**src/rtl/cpu_pkg.sv**
```systemverilog
// Shared CPU definitions: fetch FSM states, NOP encoding and default reset PC.
// FETCH_MISALIGN_EN adds the FAULT state for misaligned redirect targets.
package cpu_pkg;

  typedef enum logic [2:0] {
    S_REQ,
    S_WAIT,
    S_HOLD,
`ifdef FETCH_MISALIGN_EN
    S_FAULT,
`endif
    S_DROP
  } fetch_state_t;

  localparam logic [31:0] NOP              = 32'h0000_0000;
  localparam logic [31:0] DEFAULT_RESET_PC = 32'h0000_0000;

  function automatic logic [31:0] next_word(input logic [31:0] addr);
    return addr + 32'd4;
  endfunction

endpackage

```
**src/rtl/fetch_buffer.sv**
```systemverilog
// IF/ID output register plus a one-entry skid slot for responses that land during a stall.
// FETCH_MISALIGN_EN adds a misalign flag that travels with the output register.
module fetch_buffer
  import cpu_pkg::*;
(
  input  logic        clock,
  input  logic        resetN,
  input  logic        load,
  input  logic        consume,
  input  logic        flush,
  input  logic [31:0] load_data,
  input  logic [31:0] load_pc,
`ifdef FETCH_MISALIGN_EN
  input  logic        load_misalign,
  output logic        misalign,
`endif
  output logic [31:0] instruction,
  output logic [31:0] pc,
  output logic        inst_valid
);

  logic [31:0] skid_data;
  logic [31:0] skid_pc;
  logic        skid_full;
  logic        load_out;
  logic        load_skid;

  assign load_out  = load && (!inst_valid || consume);
  assign load_skid = load && inst_valid && !consume;

  always_ff @(posedge clock or negedge resetN) begin
    if (!resetN) begin
      instruction <= NOP;
      pc          <= 32'h0;
      inst_valid  <= 1'b0;
      skid_full   <= 1'b0;
`ifdef FETCH_MISALIGN_EN
      misalign    <= 1'b0;
`endif
    end else if (flush) begin
      inst_valid <= 1'b0;
      skid_full  <= 1'b0;
`ifdef FETCH_MISALIGN_EN
      misalign   <= 1'b0;
`endif
    end else if (load_out) begin
      instruction <= load_data;
      pc          <= load_pc;
      inst_valid  <= 1'b1;
`ifdef FETCH_MISALIGN_EN
      misalign    <= load_misalign;
`endif
    end else if (load_skid) begin
      skid_full <= 1'b1;
    end else if (consume && skid_full) begin
      instruction <= skid_data;
      pc          <= skid_pc;
      skid_full   <= 1'b0;
`ifdef FETCH_MISALIGN_EN
      misalign    <= 1'b0;
`endif
    end else if (consume) begin
      inst_valid <= 1'b0;
`ifdef FETCH_MISALIGN_EN
      misalign   <= 1'b0;
`endif
    end
  end

  // Skid payload needs no reset: it is only read while skid_full is set.
  always_ff @(posedge clock) begin
    if (load_skid) begin
      skid_data <= load_data;
      skid_pc   <= load_pc;
    end
  end

endmodule

```
**src/rtl/fetch_stage.sv**
```systemverilog
// Instruction fetch: PC, single-outstanding imem handshake, redirect handling.
// FETCH_MISALIGN_EN enables the misalign port and FAULT state for misaligned redirects.
module fetch_stage
  import cpu_pkg::*;
#(
  parameter logic [31:0] RESET_PC = DEFAULT_RESET_PC
) (
  input  logic        clock,
  input  logic        resetN,
  input  logic        enable,
  input  logic        redirect,
  input  logic [31:0] redirectPc,
  output logic        imemReq,
  output logic [31:0] imemAddr,
  input  logic        imemGnt,
  input  logic        imemValid,
  input  logic [31:0] imemData,
`ifdef FETCH_MISALIGN_EN
  output logic        misalign,
`endif
  output logic [31:0] instruction,
  output logic [31:0] pc,
  output logic        instValid
);

  fetch_state_t state;
  logic [31:0]  pc_reg;
  logic [31:0]  req_pc;
  logic [31:0]  redirect_target;
  logic         can_load;
  logic         rsp_load;
  logic         gnt;
  logic         buf_load;
  logic [31:0]  buf_data;
  logic [31:0]  buf_pc;
  logic         redirect_bad;
  logic         fault_load;

`ifdef FETCH_MISALIGN_EN
  logic fault_sent;
  assign redirect_target = redirectPc;
  assign redirect_bad    = |redirectPc[1:0];
  assign fault_load      = (state == S_FAULT) && !fault_sent && can_load;
`else
  assign redirect_target = redirectPc & ~32'd3;
  assign redirect_bad    = 1'b0;
  assign fault_load      = 1'b0;
`endif

  assign can_load = !instValid || enable;
  assign rsp_load = (state == S_WAIT) && imemValid && can_load;
  assign imemAddr = pc_reg;
  assign gnt      = imemReq && imemGnt;

  always_comb begin
    imemReq = 1'b0;
    if (resetN && !redirect) begin
      if (state == S_REQ) imemReq = 1'b1;
      else                imemReq = rsp_load;
    end
  end

  // Responses in the redirect cycle are never loaded; fault loads carry a NOP.
  assign buf_load = !redirect && (((state == S_WAIT) && imemValid) || fault_load);
  assign buf_data = fault_load ? NOP : imemData;
  assign buf_pc   = fault_load ? pc_reg : req_pc;

  always_ff @(posedge clock or negedge resetN) begin
    if (!resetN) begin
      state  <= S_REQ;
      pc_reg <= RESET_PC;
`ifdef FETCH_MISALIGN_EN
      fault_sent <= 1'b0;
`endif
    end else if (redirect) begin
      pc_reg <= redirect_target;
      if (redirect_bad) begin
`ifdef FETCH_MISALIGN_EN
        state      <= S_FAULT;
        fault_sent <= 1'b0;
`endif
      end else if ((state == S_WAIT || state == S_DROP) && !imemValid) begin
        state <= S_DROP;
      end else begin
        state <= S_REQ;
      end
    end else begin
      case (state)
        S_REQ: begin
          if (gnt) begin
            pc_reg <= next_word(pc_reg);
            state  <= S_WAIT;
          end
        end
        S_WAIT: begin
          if (imemValid) begin
            if (!can_load) begin
              state <= S_HOLD;
            end else if (gnt) begin
              pc_reg <= next_word(pc_reg);
              state  <= S_WAIT;
            end else begin
              state <= S_REQ;
            end
          end
        end
        S_HOLD: if (enable) state <= S_REQ;
        S_DROP: if (imemValid) state <= S_REQ;
`ifdef FETCH_MISALIGN_EN
        S_FAULT: if (fault_load) fault_sent <= 1'b1;
`endif
        default: state <= S_REQ;
      endcase
    end
  end

  // Address of the read in flight; only meaningful once a grant has happened.
  always_ff @(posedge clock) begin
    if (gnt) req_pc <= pc_reg;
  end

  fetch_buffer u_buffer (
    .clock        (clock),
    .resetN       (resetN),
    .load         (buf_load),
    .consume      (enable),
    .flush        (redirect),
    .load_data    (buf_data),
    .load_pc      (buf_pc),
`ifdef FETCH_MISALIGN_EN
    .load_misalign(fault_load),
    .misalign     (misalign),
`endif
    .instruction  (instruction),
    .pc           (pc),
    .inst_valid   (instValid)
  );

endmodule

```
**config.mk**
```make
export PLATFORM = sky130hd
export DESIGN_NAME = fetch_stage
export DESIGN_NICKNAME = d
export VERILOG_FILES = /design/src/rtl/cpu_pkg.sv /design/src/rtl/fetch_buffer.sv /design/src/rtl/fetch_stage.sv
export SDC_FILE = /design/constraint.sdc
export NUM_CORES = 1
export LEC_CHECK = 0
export CORE_MARGIN = 5
export CORE_UTILIZATION = 45
export DETAILED_ROUTE_END_ITERATION = 6
export PLACE_DENSITY = 0.77
export SLEW_MARGIN = 20
export SYNTH_ARGS = -nofsm -noshare
export SYNTH_HDL_FRONTEND = slang
export SYNTH_SLANG_ARGS = --single-unit
export TNS_END_PERCENT = 20
```
**constraint.sdc**
```tcl
create_clock -name clock -period 3.4 [get_ports clock]
set_input_delay 0.51 -clock clock [delete_from_list [all_inputs] [get_ports clock]]
set_output_delay 0.51 -clock clock [all_outputs]
set_load 0.01 [all_outputs]
```
# Yosys cells after proc, flatten, opt, wreduce, memory -nomap -nowiden
# Cells that the tools add are included.
# Widths: inputs -> output; s select.
[totals] in_bits=70 reg_bits=197 out_inout_bits=98
[classes] bitwise=1 n_addsub=1 n_mux=31 reduce_logical=26 eq_ne=12
[ops] cell="$mux 32" n=10
[ops] cell="$pmux 32 s2" n=1
[ops] cell="$add 32x3->32 const B" n=1
[ops] cell="$mux 3" n=5
[ops] cell="$ne 3x3->1 const B" n=5
[ops] cell="$mux 1" n=12
[ops] cell="$pmux 3 s4" n=1
[ops] cell="$logic_and 1x1->1" n=10
[ops] cell="$reduce_and 3->1" n=3
[ops] cell="$reduce_bool 3->1" n=3
[ops] cell="$eq 3x2->1 const B" n=2
[ops] cell="$ne 3x2->1 const B" n=2
[ops] cell="$logic_not 1->1" n=4
[ops] cell="$mux 2" n=2
[ops] cell="$reduce_and 4->1" n=1
[ops] cell="$eq 3x1->1 const B" n=1
[ops] cell="$logic_not 3->1" n=1
[ops] cell="$logic_or 1x1->1" n=2
[ops] cell="$ne 2x1->1 const B" n=1
[ops] cell="$ne 2x2->1 const B" n=1
[ops] cell="$reduce_and 2->1" n=1
[ops] cell="$reduce_bool 2->1" n=1
[ops] cell="$not 1->1" n=1

# Depth between registers and ports, before layout
# Gate-level depths: netlist of the first run.
[logic_depth] word_depth=11 ltp_mapped=8 ltp_nobuf=5

# Modules after synthesis
# From an unflattened synthesis of the first run, not the netlist that was laid out.
[hier_totals] cells_unflattened=548 area_unflattened_um2=7801.2
[modules_own_cells] module="fetch_buffer" n_inst=1 area_per_inst_um2=4943.5 cells_per_inst=291
[modules_own_cells] module="fetch_stage" n_inst=1 area_per_inst_um2=2857.7 cells_per_inst=257

# Least setup slack after synthesis of the first run
# Ideal clock, no wire load.
[synth_timing] path_type="input -> register" startpoint="input port enable" endpoint="register req_pc[10], in the netlist buf_pc[10], enable pin" setup_ps=455 t_arrival_ps=3091 t_required_ps=2945 stages=4 slack_ps=-146 cell_sequence="nand2b_1 > a21boi_1 > buf_2 > nor3_1"
[synth_between] elab_chain_cells=5
[synth_lines] item="start, declared" line_no="fetch_stage.sv:10" rtl="input logic enable,"
[synth_lines] item="$logic_or 1x1->1" line_no="fetch_stage.sv:50" rtl="assign can_load = !instValid || enable;"
[synth_lines] item="$logic_and 1x1->1" line_no="fetch_stage.sv:51" rtl="assign rsp_load = (state == S_WAIT) && imemValid && can_load;"
[synth_lines] item="$mux 1" line_no="fetch_stage.sv:58" rtl="if (state == S_REQ) imemReq = 1'b1;"
[synth_lines] item="$mux 1" line_no="fetch_stage.sv:57" rtl="if (resetN && !redirect) begin"
[synth_lines] item="$logic_and 1x1->1" line_no="fetch_stage.sv:53" rtl="assign gnt = imemReq && imemGnt;"
[synth_lines] item="net gnt" line_no="fetch_stage.sv:32" rtl="logic gnt;"
[synth_lines] item="end signal, assigned" line_no="fetch_stage.sv:119" rtl="if (gnt) req_pc <= pc_reg;"
[synth_lines] item="end, declared" line_no="fetch_stage.sv:28" rtl="logic [31:0] req_pc;"
# The timed path passes the listed nets, and every way through them passes these cells.
# A chain may end at the register's enable or synchronous reset.

# Worst setup path in the final report of the first run
[layout_timing] startpoint="input port enable" endpoint="output port imemReq"
[layout_between] elab_chain_cells=4
[layout_lines] item="$logic_or 1x1->1" line_no="fetch_stage.sv:50"
[layout_lines] item="$logic_and 1x1->1" line_no="fetch_stage.sv:51"
[layout_lines] item="$mux 1" line_no="fetch_stage.sv:58"
[layout_lines] item="$mux 1" line_no="fetch_stage.sv:57"
[layout_lines] item="end, declared" line_no="fetch_stage.sv:13" rtl="output logic imemReq,"
# Every way passes these cells.

==> flow_summary.yaml, run 1 <==
sta:
  hold_viol: 0
  fmax_mhz: 358
  rsz0062_at_grt: "no"
  slew_viol_final: 0
  min_period_ns: 2.79
  fin_skew_ns: 0.00809
  relSlewSlack_pct: 40.7
  worst_pin_slew_ns: 0.889
  tns_ns: 0
  setup_viol: 0
  fin_crit_sh_pct: 82.1
  whs_ns: 0.449
min_path:
  min_path_cells: 0
  hp-start: "buf_pc[8]"
  min_path_type: "register to register"
  min_to: "u_buffer.skid_pc[8]"
synthesis:
  synth_common_cells: "96 x dfrtp_1, 92 x edfxtp_1, 71 x nor2_1, 66 x a21oi_1, 63 x mux2i_1"
  ys_ff_latch: 188
  synth.cell_area_um2: 7730
  synth_top_area_share_pct: 35.7
  ys_top_cells_by_area: "edfxtp_1 36%, dfrtp_1 31%, mux2i_1 8.2%, a21oi_1 4.3%, nor2_1 3.4%"
  synth-edff-count: 92
  ys_types: 46
  yosysTopAreaCell: "edfxtp_1"
  synthCells: 602
  ys_seq_area_share_pct: 66.8
  syn_avg_cell_area_um2: 12.8
  async_flop_share_pct: 51.1
  yosys_most_used_dff: "dfrtp_1"
  yosysMostFrequentCell: "dfrtp_1"
  synth.yosys.warnings: 0
global_routing:
  antenna_found_initial: 0
  grt_pass1_wl_mm: 28.0
  grt_max_degree: 63
  grt-ovfl-total: 0
  gr-usage-all-layers_pct: 17.6
  grt_pass1_vias: 5309
route:
  drtIter0Drc: 282
  drc: 0
  vias: 5203
  wl_per_cell_um: 17.1
  wirelength_mm: 17.1
  detail-route-antenna-nets: 0
  firstDrtPassIters: 5
  via_per_inst: 5.21
critical_path:
  reg2regPathDepth: 5
  critPathCaptureType: "output port"
  start_kind: "input pin"
  worstReg2RegStart: "imemAddr[11]"
  path_max_fanout: 7
  worstPathArrival_ns: 2.28
  worstSetupPathType: "input pin to output port"
  rrSetupSlack_ns: 1.10
  r2r_end: "imemAddr[31]"
  cp.required_ns: 2.89
final_layout:
  antenna_cells: 0
  area_growth_pct: 32.5
  fin_area_um2: 10200
  reg.largest.list: "u_buffer.instruction: 32 flops, u_buffer.skid_data: 32 flops"
  nets: 833
  drive_gt1_share_pct: 8.01
  final_core_util_pct: 60.0
die:
  fp.dieH_um: 141
  core_um2: 17100
  fp.dieW_um: 141
  die_area_um2: 19900
  rows: 48
  initial_utilization_pct: 45.3
  pin_count: 168
power_and_ir_drop:
  leakage_nw: 4.13
  ir_worst_vdd_uv: 377
  p_per_area_nw_per_um2: 603
  fin_total_pwr_mw: 6.17
place:
  port_buffers: 161
  dpl.hpwl_mm: 11.8
  gp_congestion: 0.807
  place_area_um2: 9610
cts:
  ctsHtreeMaxLevel: 4
  clk_latency_ns: 0.42
  clock_path_buffers: 2
  cts_tree: "built"
  path_clk_slew_ns: 0.07
  ctsResizeCount: 0
  clock-sinks: 188
  cts_root_buf: "clkbuf_16"
  cts_buffers: 17
run_status:
  status: "finished clean"
run:
  maxCapViolations: 0
## power by group
| part | leakage (nW) | switching [mW] | internal [mW] | total, mW |
|---|---|---|---|---|
| Sequential | 1.95 | 0.206 | 2.69 | 2.90 |
| Combinational | 1.89 | 0.544 | 0.731 | 1.27 |
| Clock | 0.288 | 0.837 | 1.16 | 2.00 |
| Total | 4.13 | 1.59 | 4.59 | 6.17 |
## cell families after synthesis
family,count (synthesis),synth area share [%]
xor gates and xnor gates,26,2.95
buffers and inverters,41,2.65
other,1,0.0485
DFF,188,66.8
and+or+nand+nor,178,12.1
muxes,64,8.30
adders and majority gates,1,0.162
AOI/OAI and AO/OA,103,6.94
## worst max-delay path, stage by stage
cell and delay, ns:
clkdlybuf4s50_1 0.60, nor2b_1 0.11, o21ai_0 0.16, buf_4 0.17
and3_1 0.18, clkdlybuf4s50_1 0.55
## routing by layer
layer  vias to the layer above  wire length (um)  track usage (%)
li1                       2483                 -                -
met1                      2521              7380             23.4
met2                       179              8480             29.1
met3                        20               982             3.70
met4                         0               265             5.41
met5                         -                 0                0
## through the flow
stage	cells	worst slack [ns]
final	999	0.608
after global routing	999	0.505
after CTS	998	0.612
after detailed placement	966	0.622
after global placement	966	0.644
after floorplan	605	0.523
## what timing repair did
action	CTS	global route
hold buffers	1	0
setup buffers	0	0
endpoints found under the hold margin	5	0
## area by class of cell
cell class                      instances  area (um^2)
Fill cell                            1351         6820
Multi-Input combinational cell        376         2400
Timing Repair Buffer                  176         1790
Tap cell                              225          282
Clock inverter                         13          164
Sequential cell                       188         5160
Inverter                                3         11.3
Clock buffer                           18          429
## placed cells by master, fill, tap and decap left out, types with 2 or more instances in the layout
| master | count |
|---|---|
| clkdlybuf4s50_1 | 159 |
| dfrtp_1 | 96 |
| edfxtp_1 | 92 |
| nor2_1 | 71 |
| a21oi_1 | 66 |
| mux2i_1 | 63 |
| nand2_1 | 37 |
| xnor2_1 | 21 |
| o21ai_0 | 18 |
| clkbuf_16 | 17 |
| nand3_1 | 11 |
| nand4_1 | 10 |
| o21ai_1 | 10 |
| buf_4 | 10 |
| and3_1 | 6 |
| nor4_2 | 5 |
| nor4_1 | 5 |
| xor2_1 | 5 |
| nor3_1 | 5 |
| inv_6 | 5 |
| nand2b_1 | 4 |
| conb_1 | 4 |
| buf_12 | 4 |
| inv_1 | 3 |
| and4_1 | 3 |
| and2_1 | 3 |
| nor4_4 | 3 |
| clkinv_2 | 3 |
| bufinv_16 | 3 |
| nor2b_1 | 2 |
| and3b_1 | 2 |
| a31oi_1 | 2 |
| clkinvlp_4 | 2 |
## how the worst max path moves through the flow
stage             start                    end  slack [ns]  cells past startpoint
2_1_floorplan  redirect  u_buffer.skid_data[0]        0.52                      4
3_3_place_gp     enable                imemReq        0.64                      6
3_5_place_dp     enable                imemReq        0.62                      6
4_1_cts          enable                imemReq        0.61                      6
5_1_grt          enable                imemReq        0.50                      6
6_report         enable                imemReq        0.61                      6
No activity file was read; power rests on OpenSTA's default activity.
==> inputs of run 2 (changes only) <==
==> constraint.sdc (replaced) <==
create_clock -name clock -period 2.3 [get_ports clock]
set_input_delay 0.345 -clock clock [delete_from_list [all_inputs] [get_ports clock]]
set_output_delay 0.345 -clock clock [all_outputs]
set_load 0.01 [all_outputs]
==> run 2 against run 1 <==
First-iteration DRC count is 22% higher. Final cell count grew 1.4%. Clock skew up 0.011 ns. Critical path type is now register to register. Highest routed layer unchanged.
==> flow_summary.yaml, run 2 (same netlist as run 1, synthesis figures left out) <==
die:
  initial_utilization_pct: 45.3
  fp.dieH_um: 141
  die_area_um2: 19900
  fp.dieW_um: 141
  rows: 48
  pin_count: 168
  core_um2: 17100
final_layout:
  drive_gt1_share_pct: 9.52
  antenna_cells: 0
  mostFrequentLayoutCells: "158 x clkdlybuf4s50_1, 96 x dfrtp_1, 92 x edfxtp_1, 71 x nor2_1, 66 x a21oi_1"
  fin_area_um2: 10400
  layout_commonest_cell: "clkdlybuf4s50_1"
  final_core_util_pct: 60.7
  area_growth_pct: 34.0
  reg.largest.list: "u_buffer.instruction: 32 flops, u_buffer.skid_data: 32 flops"
  nets: 846
route:
  wirelength_mm: 18.0
  drc: 0
  vias: 5328
  detail-route-antenna-nets: 0
  drtIter0Drc: 345
  firstDrtPassIters: 4
  via_per_inst: 5.26
  wl_per_cell_um: 17.8
power_and_ir_drop:
  p_sw_share_pct: 25.5
  clkPwrFrac_pct: 33.1
  net-switching-power_mw: 2.37
  p_seq_share_pct: 46.1
  comb_power_share_pct: 20.8
  p_per_area_nw_per_um2: 896
  ir_worst_vdd_uv: 541
  p_int_mw: 6.91
  leakage_nw: 4.20
place:
  place_area_um2: 9730
  dpl.hpwl_mm: 12.4
  gp_congestion: 0.843
  port_buffers: 161
critical_path:
  start_kind: "register"
  r2r_end: "imemAddr[28]"
  path_cells: "nand4_1 -> or3_1 -> buf_4 -> nor4_2 -> xnor2_1 -> o21ai_1"
  path_max_fanout: 11
  worstPathArrival_ns: 2.43
  cp.required_ns: 2.60
  slowest_delay_ns: 0.60
  crit_buf_inv: 1
  cp_num_cells: 6
  rrSetupSlack_ns: 0.16
  cpMaxStageDelayCell: "or3_1"
  worstSetupPathType: "register to register"
  critical-path-top-delay-family: "simple AND/OR/NAND/NOR gates"
  critPathCapture: "imemAddr[28]"
  worstReg2RegStart: "imemAddr[13]"
  startpoint: "imemAddr[13]"
  critPathCaptureType: "register"
  reg2regPathDepth: 6
sta:
  rsz0062_at_grt: "no"
  setup_viol: 0
  worst_pin_slew_ns: 0.701
  fin_skew_ns: 0.0188
  relSlewSlack_pct: 53.3
  fin_crit_sh_pct: 92.9
  slew_viol_final: 0
  min_period_ns: 2.14
  fmax_mhz: 468
  hold_viol: 0
global_routing:
  gr-usage-all-layers_pct: 18.4
  grt_pass1_vias: 5578
  grt-ovfl-total: 0
  grt_max_degree: 73
  grt_pass1_wl_mm: 28.9
  antenna_found_initial: 0
cts:
  path_clk_slew_ns: 0.07
  clk_latency_ns: 0.43
  cts_root_buf: "clkbuf_16"
  clock-sinks: 188
  cts_buffers: 17
  cts_tree: "built"
  ctsHtreeMaxLevel: 4
  clock_path_buffers: 2
  post-cts-setup-buffers: 0
run:
  maxCapViolations: 0
run_status:
  status: "finished clean"
min_path:
  hp-start: "redirect"
  min_path_type: "input pin to register"
-- run 2: through the flow --
stage	std cells	hold WS [ns]	TNS (ns)	power [mW]	worst slack, ns
4_1_cts	1013	0.246	0	9.39	0.179
5_1_grt	1013	0.270	0	9.72	0.0584
6_report	1013	0.268	0	9.28	0.163
3_5_place_dp	980	0.187	-0.164	6.30	-0.0277
3_3_place_gp	980	0.185	0	6.22	0.0533
2_1_floorplan	605	0.0494	0	5.03	0.199
-- run 2: area by class of cell --
class	instances	area [um^2]
clock buffers	19	433
multi-input cells	376	2400
inverters	3	11.3
flip-flops and latches	188	5160
fillers	1326	6700
well taps	225	282
clock inverters	13	189
repair buffers	189	1880
-- run 2: layer usage --
metal / vias up / share of wire (%) / track usage [%]
met4: 0 / 1.2 / 6.58
met5: - / 0 / 0
met2: 194 / 49 / 30.1
li1: 2509 / - / -
met1: 2608 / 43 / 23.2
met3: 17 / 7.1 / 5.43
-- run 2: how the worst min path moves through the flow --
stage,to,slack [ns],cells past startpoint
3_3_place_gp,imemAddr[5],0.19,1
5_1_grt,state[1],0.27,3
3_5_place_dp,state[0],0.19,1
2_1_floorplan,imemAddr[10],0.05,0
6_report,state[1],0.27,3
4_1_cts,state[1],0.25,3
-- run 2: tightest hold or removal path, cell delays in order --
cell     delay (ns)
buf_2          0.11
nor2_1         0.08
o32ai_1        0.10
-- run 2: power by group through the flow --
stage | Sequential [mW] | Combinational (mW) | Clock, mW
6_report | 4.28 | 1.93 | 3.07
5_1_grt | 4.34 | 2.09 | 3.29
4_1_cts | 4.28 | 1.96 | 3.14
3_5_place_dp | 4.35 | 1.95 | 0
3_3_place_gp | 4.32 | 1.90 | 0
2_1_floorplan | 4.51 | 0.517 | 0
-- run 2: timing repair --
item,4_1_cts,5_1_grt
endpoints found under the setup margin,1,0
hold buffers,1,0
gates resized for setup,2,0
hold endpoints to repair,5,0
